===== src/rtl/psone_pkg.sv =====
// Shared constants, FSM encoding and reply-table helper for the PlayStation pad link.
package psone_pkg;

    localparam logic [7:0] PSX_CMD_START  = 8'h01;
    localparam logic [7:0] PSX_CMD_POLL   = 8'h42;
    localparam logic [7:0] PSX_PAD_MARK   = 8'h5A;
    localparam logic [7:0] PSX_ID_DIGITAL = 8'h41;
    localparam logic [7:0] PSX_IDLE_BYTE  = 8'hFF;

    typedef enum logic [2:0] {
        ST_IDLE,
        ST_SHIFT,
        ST_ACK_WAIT,
        ST_ACK_PULSE,
        ST_TAIL,
        ST_IGNORE
    } pad_state_t;

    // Reply byte for a given packet index; anything past the packet length idles high.
    function automatic logic [7:0] psx_reply(input logic [3:0] idx, input logic [15:0] snap,
                                             input logic [7:0] id, input logic [4:0] nbytes);
        logic [7:0] r;
        r = PSX_IDLE_BYTE;
        if ({1'b0, idx} < nbytes) begin
            case (idx)
                4'd1:    r = id;
                4'd2:    r = PSX_PAD_MARK;
                4'd3:    r = snap[7:0];
                4'd4:    r = snap[15:8];
                default: r = PSX_IDLE_BYTE;
            endcase
        end
        return r;
    endfunction

endpackage


===== src/rtl/psone_sync_edge.sv =====
// Two-flop synchronizer with a third compare flop producing rise/fall strobes.
module psone_sync_edge #(
    parameter logic RST_VAL = 1'b1
) (
    input  logic iCLK,
    input  logic iRESET,
    input  logic din,
    output logic sync,
    output logic rise,
    output logic fall
);

    logic       s1, s2, s3;
    logic [2:0] primed;

    always_ff @(posedge iCLK or negedge iRESET) begin
        if (!iRESET) begin
            s1     <= RST_VAL;
            s2     <= RST_VAL;
            s3     <= RST_VAL;
            primed <= '0;
        end else begin
            s1     <= din;
            s2     <= s1;
            s3     <= s2;
            primed <= {primed[1:0], 1'b1};
        end
    end

    // Edges are masked until the compare flop holds a real sample, so a pin
    // already low at reset release is not reported as a falling edge.
    assign sync = s2;
    assign rise = primed[2] & s2 & ~s3;
    assign fall = primed[2] & ~s2 & s3;

endmodule


===== src/rtl/psone_pad_device.sv =====
// Digital pad responder on the PlayStation CS/CLK/CMD/DATA/ACK bus, iCLK-domain oversampled.
module psone_pad_device
    import psone_pkg::*;
#(
    parameter logic [7:0]  ID_BYTE   = PSX_ID_DIGITAL,
    parameter int          NUM_BYTES = 5,
    parameter logic [11:0] ACK_DELAY = 12'd100,
    parameter logic [11:0] ACK_WIDTH = 12'd100
) (
    input  logic        iCLK,
    input  logic        iRESET,
    input  logic        iCS,
    input  logic        iSCK,
    input  logic        iCMD,
    output logic        oDAT,
    output logic        oDAT_OE,
    output logic        oACK,
    input  logic [15:0] iBUTTONS,
    output logic [7:0]  oCMD_BYTE,
    output logic [3:0]  oCMD_IDX,
    output logic        oCMD_VALID,
    output logic        oBUSY
);

    localparam logic [4:0] NB = 5'(NUM_BYTES);

    logic cs_lvl, cs_rise, cs_fall;
    logic sck_lvl, sck_rise, sck_fall;
    logic [1:0] cmd_ff;
    logic unused_sync;

    psone_sync_edge #(.RST_VAL(1'b1)) u_cs_sync (
        .iCLK(iCLK), .iRESET(iRESET), .din(iCS),
        .sync(cs_lvl), .rise(cs_rise), .fall(cs_fall)
    );

    psone_sync_edge #(.RST_VAL(1'b1)) u_sck_sync (
        .iCLK(iCLK), .iRESET(iRESET), .din(iSCK),
        .sync(sck_lvl), .rise(sck_rise), .fall(sck_fall)
    );

    assign unused_sync = cs_lvl ^ sck_lvl;

    always_ff @(posedge iCLK or negedge iRESET) begin
        if (!iRESET) cmd_ff <= 2'b11;
        else         cmd_ff <= {cmd_ff[0], iCMD};
    end

    pad_state_t  state, state_n;
    logic [3:0]  idx, idx_n, bitcnt, bitcnt_n, cmd_idx_n;
    logic [7:0]  tx, tx_n, rx, rx_n, rx_shift, cmd_byte_n;
    logic [15:0] snap, snap_n;
    logic [11:0] cnt, cnt_n;
    logic        dat_n, dat_oe_n, ack_n, cmd_valid_n, busy_n;
    logic        byte_done, abort;
    logic [3:0]  idx_inc;

    assign rx_shift = {cmd_ff[1], rx[7:1]};
    assign idx_inc  = (idx == 4'd15) ? 4'd15 : idx + 4'd1;

    always_ff @(posedge iCLK or negedge iRESET) begin
        if (!iRESET) begin
            state      <= ST_IDLE;
            idx        <= '0;
            bitcnt     <= '0;
            tx         <= PSX_IDLE_BYTE;
            rx         <= '0;
            snap       <= '0;
            cnt        <= '0;
            oDAT       <= 1'b1;
            oDAT_OE    <= 1'b0;
            oACK       <= 1'b1;
            oCMD_BYTE  <= '0;
            oCMD_IDX   <= '0;
            oCMD_VALID <= 1'b0;
            oBUSY      <= 1'b0;
        end else begin
            state      <= state_n;
            idx        <= idx_n;
            bitcnt     <= bitcnt_n;
            tx         <= tx_n;
            rx         <= rx_n;
            snap       <= snap_n;
            cnt        <= cnt_n;
            oDAT       <= dat_n;
            oDAT_OE    <= dat_oe_n;
            oACK       <= ack_n;
            oCMD_BYTE  <= cmd_byte_n;
            oCMD_IDX   <= cmd_idx_n;
            oCMD_VALID <= cmd_valid_n;
            oBUSY      <= busy_n;
        end
    end

    always_comb begin
        state_n     = state;
        idx_n       = idx;
        bitcnt_n    = bitcnt;
        tx_n        = tx;
        rx_n        = rx;
        snap_n      = snap;
        cnt_n       = cnt;
        dat_n       = oDAT;
        dat_oe_n    = oDAT_OE;
        ack_n       = oACK;
        busy_n      = oBUSY;
        cmd_byte_n  = oCMD_BYTE;
        cmd_idx_n   = oCMD_IDX;
        cmd_valid_n = 1'b0;
        byte_done   = 1'b0;
        abort       = 1'b0;

        case (state)
            ST_IDLE: if (cs_fall) begin
                idx_n    = '0;
                bitcnt_n = '0;
                snap_n   = iBUTTONS;
                tx_n     = psx_reply(4'd0, iBUTTONS, ID_BYTE, NB);
                dat_n    = 1'b1;
                dat_oe_n = 1'b1;
                busy_n   = 1'b1;
                state_n  = ST_SHIFT;
            end
            ST_ACK_WAIT: begin
                if (cnt == '0) begin
                    ack_n   = 1'b0;
                    cnt_n   = ACK_WIDTH;
                    state_n = ST_ACK_PULSE;
                end else begin
                    cnt_n = cnt - 12'd1;
                end
            end
            ST_ACK_PULSE: begin
                if (cnt <= 12'd1) begin
                    ack_n   = 1'b1;
                    state_n = ST_SHIFT;
                end else begin
                    cnt_n = cnt - 12'd1;
                end
            end
            default: ;
        endcase

        // Bit engine runs in every active state so a host that does not wait for ACK still works.
        if (state inside {ST_SHIFT, ST_ACK_WAIT, ST_ACK_PULSE, ST_TAIL}) begin
            if (sck_fall) begin
                dat_n = tx[0];
                tx_n  = {1'b1, tx[7:1]};
            end
            if (sck_rise) begin
                rx_n      = rx_shift;
                bitcnt_n  = bitcnt + 4'd1;
                byte_done = (bitcnt == 4'd7);
            end
        end

        if (byte_done) begin
            cmd_valid_n = 1'b1;
            cmd_byte_n  = rx_shift;
            cmd_idx_n   = idx;
            bitcnt_n    = '0;
            ack_n       = 1'b1;
            abort = ((idx == 4'd0) && (rx_shift != PSX_CMD_START)) ||
                    ((idx == 4'd1) && (rx_shift != PSX_CMD_POLL));
            if (abort) begin
                state_n  = ST_IGNORE;
                dat_n    = 1'b1;
                dat_oe_n = 1'b0;
                busy_n   = 1'b0;
            end else begin
                idx_n = idx_inc;
                tx_n  = psx_reply(idx_inc, snap, ID_BYTE, NB);
                if (({1'b0, idx} + 5'd1) < NB) begin
                    cnt_n   = ACK_DELAY;
                    state_n = ST_ACK_WAIT;
                end else begin
                    state_n = ST_TAIL;
                end
            end
        end

        // Deselect wins over everything, including a half-received byte.
        if (cs_rise) begin
            state_n     = ST_IDLE;
            dat_n       = 1'b1;
            dat_oe_n    = 1'b0;
            ack_n       = 1'b1;
            busy_n      = 1'b0;
            cmd_valid_n = 1'b0;
            cmd_byte_n  = oCMD_BYTE;
            cmd_idx_n   = oCMD_IDX;
        end
    end

endmodule


===== config.mk =====
export PLATFORM = sky130hd
export DESIGN_NAME = psone_pad_device
export DESIGN_NICKNAME = d
export VERILOG_FILES = /design/src/rtl/psone_pkg.sv /design/src/rtl/psone_sync_edge.sv /design/src/rtl/psone_pad_device.sv
export SDC_FILE = /design/constraint.sdc
export NUM_CORES = 1
export LEC_CHECK = 0
export CORE_MARGIN = 1.5
export CORE_UTILIZATION = 50
export DETAILED_ROUTE_END_ITERATION = 10
export PLACE_DENSITY = 0.71
export SYNTH_ARGS = -nofsm -noshare
export SYNTH_HDL_FRONTEND = slang
export SYNTH_SLANG_ARGS = --single-unit

===== constraint.sdc =====
create_clock -name iCLK -period 2.37 [get_ports iCLK]
set_input_delay 0.237 -clock iCLK [delete_from_list [all_inputs] [get_ports iCLK]]
set_output_delay 0.237 -clock iCLK [all_outputs]
set_load 0.005 [all_outputs]

==> results_dict.tcl, run 1 <==
set metrics [dict create \
    fin_crit_sh_pct 92.8 \
    grt_max_degree 79 \
    antenna_found_initial 0 \
    die-width_um 90.6 \
    max_freq_mhz 455 \
    drtIter0Drc 117 \
    synthXorXnorAreaFrac_pct 0.914 \
    grt_pass1_wl_mm 14.2 \
    yosys_warnings 0 \
    setup-violations-final 0 \
    synth_fp_nets 395 \
    tightest_slew_ps 967 \
    skew_ps 12.5 \
    final_nets 442 \
    synthFlopType "dfrtp_1" \
    cp_top_family "compound AO/OA/AOI/OAI gates" \
    num_io_pins 38 \
    hold_class "primary input to asynchronous set/reset pin" \
    syn_area_um2 3830 \
    cp_cell_sequence "inv_1 -> ha_1 -> nor4bb_1 -> o22ai_1 -> a21oi_2 -> buf_12 -> mux2i_1" \
    clock_sinks 82 \
    ys_types 59 \
    ctsHtreeMaxLevel 3 \
    r2r_start "idx[1]" \
    postSynthCellCount 367 \
    end_kind "flip-flop" \
    yosys_register_bits 82 \
    drive_above_1_share_pct 16.9 \
    ys_top_cells_by_count "64 x dfrtp_1, 63 x nand2_1, 21 x a21oi_1, 21 x o21ai_0, 20 x nor2_1" \
    status "finished, final reports clean" \
    p_total_mw 3.08 \
    vias_per_cell 5.47 \
    grt_overflow 0 \
    synth_top_family_by_area "simple AND/OR/NAND/NOR gates" \
    min_period_ps 2200 \
    cp.arrival_ps 2470 \
    worstSetupPathType "flip-flop to flip-flop" \
    synth_top_area_share_pct 41.8 \
    yosys.area_share.simple_pct 21.6 \
    port_buffers 37 \
    finalHoldViolCount 0 \
    synthArstFlopShare_pct 100 \
    maxSlewHeadroom_pct 35.5 \
    p_leak_nw 2.00 \
    synth_compound_area_share_pct 10.3 \
    cts_tree "yes" \
    gp_congestion 0.850 \
    synthAdderAreaFrac_pct 2.29 \
    synthTopCellsByArea "dfrtp_1 42%, dfstp_2 12%, nand2_1 6.2%" \
    fin_hold_ws_ps 9.02 \
    dp_hpwl_mm 5.49 \
    die_area_um2 8200 \
    clkLatencyLatePin_ps 350 \
    p_per_area_nw_per_um2 673 \
    drc 0 \
    cts_hold_buf 0 \
    avgSynthCellArea_um2 10.4 \
    numCtsBuffers 9 \
    grt_util_all_layers_pct 21.7 \
    clock_path_buffers 2 \
    synth-edff-count 0 \
    crit_buf_inv 2 \
    start_util_pct 52.3 \
    synth_top_area_cell "dfrtp_1" \
    die_h_um 90.6 \
    ir_drop_uv 408 \
    critPathRequiredTime_ps 2640 \
    cts-root-buf "clkbuf_8" \
    areaGrowthSynthToFinish_pct 19.5 \
    ys_seq_area_share_pct 54.1 \
    ant_nets 0 \
    layout.filler_cells 607 \
    crit_start "idx[1]" \
    final_max_slew_viol_count 0 \
    grt_pass1_vias 2891 \
    diodes 0 \
    firstDrtPassIters 4 \
    crit_path_max_fanout 9 \
    rsz0062_at_grt "no" \
    clk_pin_slew_ps 90 \
    cts_setup_buffers 0 \
    routed_wl_mm 7.86 \
    maxCapViolCount 0 \
    rows 31 \
    crit_slowest_cell "dfrtp_1" \
    synth_most_common_cell "dfrtp_1" \
    setup_tns_ps 0 \
    core_area_um2 7330 \
    wl_per_cell_um 15.2 \
    synth.area.mux_share_pct 8.19 \
    cp-start-kind "flip-flop" \
    num_vias 2834 \
    slowest_delay_ps 440 \
]
[stage by stage]
stage | instances | util (%) | cell area, um2 | setup slack, ps
after global placement | 502 | 59.6 | 4370 | 278
after global routing | 518 | 62.5 | 4580 | 0.277
after detailed placement | 502 | 59.6 | 4370 | 168
after CTS | 518 | 62.5 | 4580 | 156
final | 518 | 62.5 | 4580 | 172
after floorplan | 367 | - | 3830 | 266
[worst paths after layout]
check,endpoint,slack [ps],cells past startpoint
worst max-delay path,tx[4],170,7
worst min-delay path,snap[8],9,1
worst max register to register,tx[4],170,7
worst min register to register,u_sck_sync.primed[1],360,0
max in group asynchronous,u_sck_sync.s3,1620,2
min in group iCLK,u_sck_sync.s1,280,1
[cell families after synthesis]
group	after synthesis
xor+xnor	4
mux	29
simple gates	157
fa+ha+maj	7
buf+inv	21
flops	82
compound gates	66
other cells	1
[power by group]
| group | switching, mW | internal [mW] |
|---|---|---|
| logic | 0.170 | 0.170 |
| registers | 0.111 | 1.56 |
| clock network | 0.558 | 0.511 |
[layout make-up]
cell class                 instances  area, um2  area share (%)
sequential                        82       2070            45.3
multi-input combinational        264       1670            36.4
timing repair buffer              51        485            10.6
clock buffer                       9        124            2.70
tap                               99        124            2.70
clock inverter                     7       83.8            1.83
inverter                           6       22.5           0.492
[routing by layer]
layer | GRT usage [%] | vias to the layer above | wire (um)
li1 | - | 1391 | -
met1 | 29.3 | 1383 | 3700
met2 | 35.0 | 54 | 3790
met3 | 4.12 | 6 | 295
met4 | 7.41 | 0 | 70
met5 | 0 | - | 0
[placed cells by master, fill, tap and decap left out, types with 3 or more instances in the layout]
cell | synthesis | layout
dfrtp_1 | 64 | 64
nand2_1 | 63 | 63
clkdlybuf4s50_1 | 0 | 36
a21oi_1 | 21 | 21
nor2_1 | 20 | 20
o21ai_0 | 21 | 20
dfstp_2 | 18 | 18
nor3_1 | 14 | 14
buf_4 | 2 | 14
mux2i_1 | 10 | 10
or3_1 | 10 | 10
mux2_2 | 10 | 10
mux2_1 | 9 | 9
clkbuf_8 | 0 | 9
nand2b_1 | 8 | 8
nand3_1 | 8 | 8
ha_1 | 7 | 7
inv_1 | 6 | 6
nor2b_1 | 4 | 4
or4_1 | 4 | 4
xnor2_1 | 3 | 3
o31ai_1 | 3 | 3
or2_2 | 3 | 3
a211oi_1 | 3 | 3
o21a_1 | 3 | 3
inv_6 | 0 | 3
[worst register-to-register path, cell delays in order, from the launching register on]
cell and delay [ps]:
dfrtp_1 440, inv_1 90, ha_1 220, nor4bb_1 380, o22ai_1 290, a21oi_2 330
buf_12 180, mux2i_1 210
[what timing repair did]
item | 4_1_cts | 5_1_grt
gates resized for setup | 0 | 2
endpoints found under the setup margin | 0 | 1
hold endpoints to repair | 0 | 0
[state kept, by name, summed over array words and instances (netlist names), 3 cells and up]
signal and count:
bitcnt 4, cnt 12, idx 4, oCMD_BYTE 8, oCMD_IDX 4, rx 7
snap 16, state 3, tx 8
No activity file was read; power rests on OpenSTA's default activity.
==> run 2, diff against run 1 <==
Settings changed: SYNTH_HIERARCHICAL set to 1.
==> results_dict.tcl, run 2 <==
set metrics [dict create \
    status "finished, final reports clean" \
    synth_fp_nets 379 \
    core_area_um2 7650 \
    multi_input_area_um2 1680 \
    min_period_ps 2150 \
    drtIter0Drc 137 \
    fin_util_pct 60.7 \
    cp.arrival_ps 2430 \
    rr_endpoint "cnt[11]" \
    p_leak_nw 2.10 \
    ir_drop_uv 482 \
    cts_tree "yes" \
    ys_types 59 \
    postSynthCellCount 351 \
    finalHoldViolCount 0 \
    mostFrequentLayoutCell "dfrtp_1" \
    yosys_register_bits 85 \
    clock_path_buffers 2 \
    setup-violations-final 0 \
    cts-root-buf "clkbuf_8" \
    layout.cells.non_filler 502 \
    crit_path_max_fanout 5 \
    skew_ps 9.43 \
    seq_power_share_pct 57.2 \
    p_comb_share_pct 11.3 \
    rsz0062_at_grt "no" \
    largest_register "snap" \
    port_buffers 37 \
    p_sw_share_pct 27.0 \
    rows 32 \
    ys_top_cells_by_count "67 x dfrtp_1, 46 x nand2_1, 28 x mux2_2, 25 x nor2_1, 18 x dfstp_2" \
    start_util_pct 51.3 \
    fin_crit_sh_pct 90.6 \
    clk_pin_slew_ps 90 \
    grt_max_degree 44 \
    avgSynthCellArea_um2 11.2 \
    final_max_slew_viol_count 0 \
    routed_wl_mm 7.45 \
    cp_top_family "compound AO/OA/AOI/OAI gates" \
    clkLatencyLatePin_ps 350 \
    final_nets 423 \
    setup_tns_ps 0 \
    die_area_um2 8380 \
    final_cell_mix "67 x dfrtp_1, 46 x nand2_1, 36 x clkdlybuf4s50_1" \
    worstSetupPathType "flip-flop to flip-flop" \
    synth_top_area_share_pct 42.8 \
    clkPwrFrac_pct 31.6 \
    cp_cell_sequence "inv_1 -> ha_1 -> o21ai_0 -> a2111oi_2 -> nand2b_1 -> or3_1 -> a21oi_1" \
    firstDrtPassIters 4 \
    hold_end "cmd_ff[0]" \
    ys_seq_area_share_pct 54.8 \
    switchingPower_uw 817 \
    cp-start-kind "flip-flop" \
    critPathRequiredTime_ps 2650 \
    diodes 0 \
    grt_util_all_layers_pct 19.8 \
    drive_above_1_share_pct 22.3 \
    r2r_start "cnt[0]" \
    p_per_area_nw_per_um2 651 \
    layout.filler_cells 623 \
    gp_congestion 0.829 \
    end_kind "flip-flop" \
    drc 0 \
    clock_sinks 85 \
    die_h_um 91.6 \
    post-place-ws_ps 123 \
    areaGrowthSynthToFinish_pct 18.4 \
    crit_slowest_cell "dfrtp_1" \
    synthArstFlopShare_pct 100 \
    dp_hpwl_mm 5.30 \
    vias_per_cell 5.45 \
    tightest_slew_ps 598 \
    numCtsBuffers 9 \
    hold_start "iCMD" \
    setup_ws_ps 222 \
    max_freq_mhz 466 \
    ff_latch_area_um2 2150 \
    synthFlopType "dfrtp_1" \
    p_total_mw 3.03 \
    top_regs "snap (16), cnt (12)" \
    die-width_um 91.6 \
    rrSetupSlack_ps 220 \
    cts_setup_buffers 0 \
    largest_reg_flops 16 \
    num_vias 2737 \
    grt_pass1_wl_mm 13.1 \
    synth_most_common_cell "dfrtp_1" \
    ant_nets 0 \
    holdPathStages 1 \
    num_io_pins 38 \
    place_inst 485 \
    synth_top_area_cell "dfrtp_1" \
    antenna_found_initial 0 \
    maxCapViolCount 0 \
    slowest_delay_ps 420 \
    hold_class "primary input to flip-flop" \
    grt_overflow 0 \
    wl_per_cell_um 14.8 \
    ctsHtreeMaxLevel 3 \
    yosys_warnings 6 \
    worstRegToRegCells 7 \
    synthTopCellsByArea "dfrtp_1 43%, dfstp_2 12%, mux2_2 8.0%" \
    maxSlewHeadroom_pct 60.0 \
    internal_power_mw 2.21 \
    crit_buf_inv 1 \
    grt_pass1_vias 2787 \
    synth-edff-count 0 \
    syn_area_um2 3920 \
]
## run 2: cell count changes in the layout (fill, tap and decap cells not counted), sizes merged, moves of 5 or more
cell and delta:
nand2 -16, a21oi -8, and3b +5, o21ai -6, nor3 -8, or3 -8, mux2 +9
## run 2: cell families after synthesis
family	Yosys count	share of synthesized area [%]
AND/OR/NAND/NOR	130	17.7
flip-flops	85	54.8
AO/OA/AOI/OAI	63	10.9
multiplexers	37	10.3
buffers and inverters	23	2.74
adder cells (fa/ha/maj)	7	2.23
XOR/XNOR	4	1.09
other	2	0.192
## run 2: layer usage
metal	track usage (%)	vias to the layer above	part of all wire (%)	wire length (um)
met5	0	-	0	0
met4	6.51	0	0.87	65
met3	4.69	6	2.8	209
met2	32.3	34	49	3670
met1	26.0	1351	47	3500
li1	-	1346	-	-
## run 2: worst max path at each step
stage	from	slack, ps	cells past startpoint	to
finish	cnt[0]	220	7	cnt[11]
detailed placement	idx[1]	120	6	tx[1]
global route	cnt[0]	40	7	cnt[11]
global placement	cnt[6]	210	5	cnt[1]
CTS	idx[1]	90	6	tx[1]
floorplan	cnt[8]	320	7	cnt[5]
## run 2: cell type report
| class | count | share of cell area, % |
|---|---|---|
| Clock buffer | 10 | 2.75 |
| Clock inverter | 6 | 1.10 |
| Inverter | 8 | 0.647 |
| Multi-Input combinational cell | 243 | 36.2 |
| Sequential cell | 85 | 46.3 |
| Tap cell | 102 | 2.75 |
| Timing Repair Buffer | 48 | 10.3 |
## run 2: metrics by stage
| stage | hold slack [ps] | area (um2) |
|---|---|---|
| after floorplan | -58.6 | 3920 |
| after global placement | 256 | 4450 |
| after detailed placement | 264 | 4450 |
| after CTS | 263 | 4630 |
| after global routing | 260 | 4640 |
| final | 279 | 4640 |
## run 2: repair_timing
item                                    CTS  global route
hold endpoints to repair                 27             0
gates resized for setup                   0             2
endpoints found under the setup margin    0             8
hold buffers                              1             0
## run 2: power groups by stage
| stage | sequential, mW | combinational [mW] | clock [mW] |
|---|---|---|---|
| after CTS | 1.73 | 0.344 | 0.987 |
| after detailed placement | 1.76 | 0.342 | 0 |
| final | 1.73 | 0.341 | 0.955 |
| after global routing | 1.75 | 0.385 | 1.06 |
| after global placement | 1.75 | 0.331 | 0 |
| after floorplan | 1.72 | 0.225 | 0 |
## run 2: worst reg2reg max path: cells and delay by family, from the launching register on
family / cells / cell delay (ps)
AO/OA/AOI/OAI: 3 / 730
AND/OR/NAND/NOR: 2 / 580
adder cells (fa/ha/maj): 1 / 240
flip-flops: 1 / 420
buffers and inverters: 1 / 100
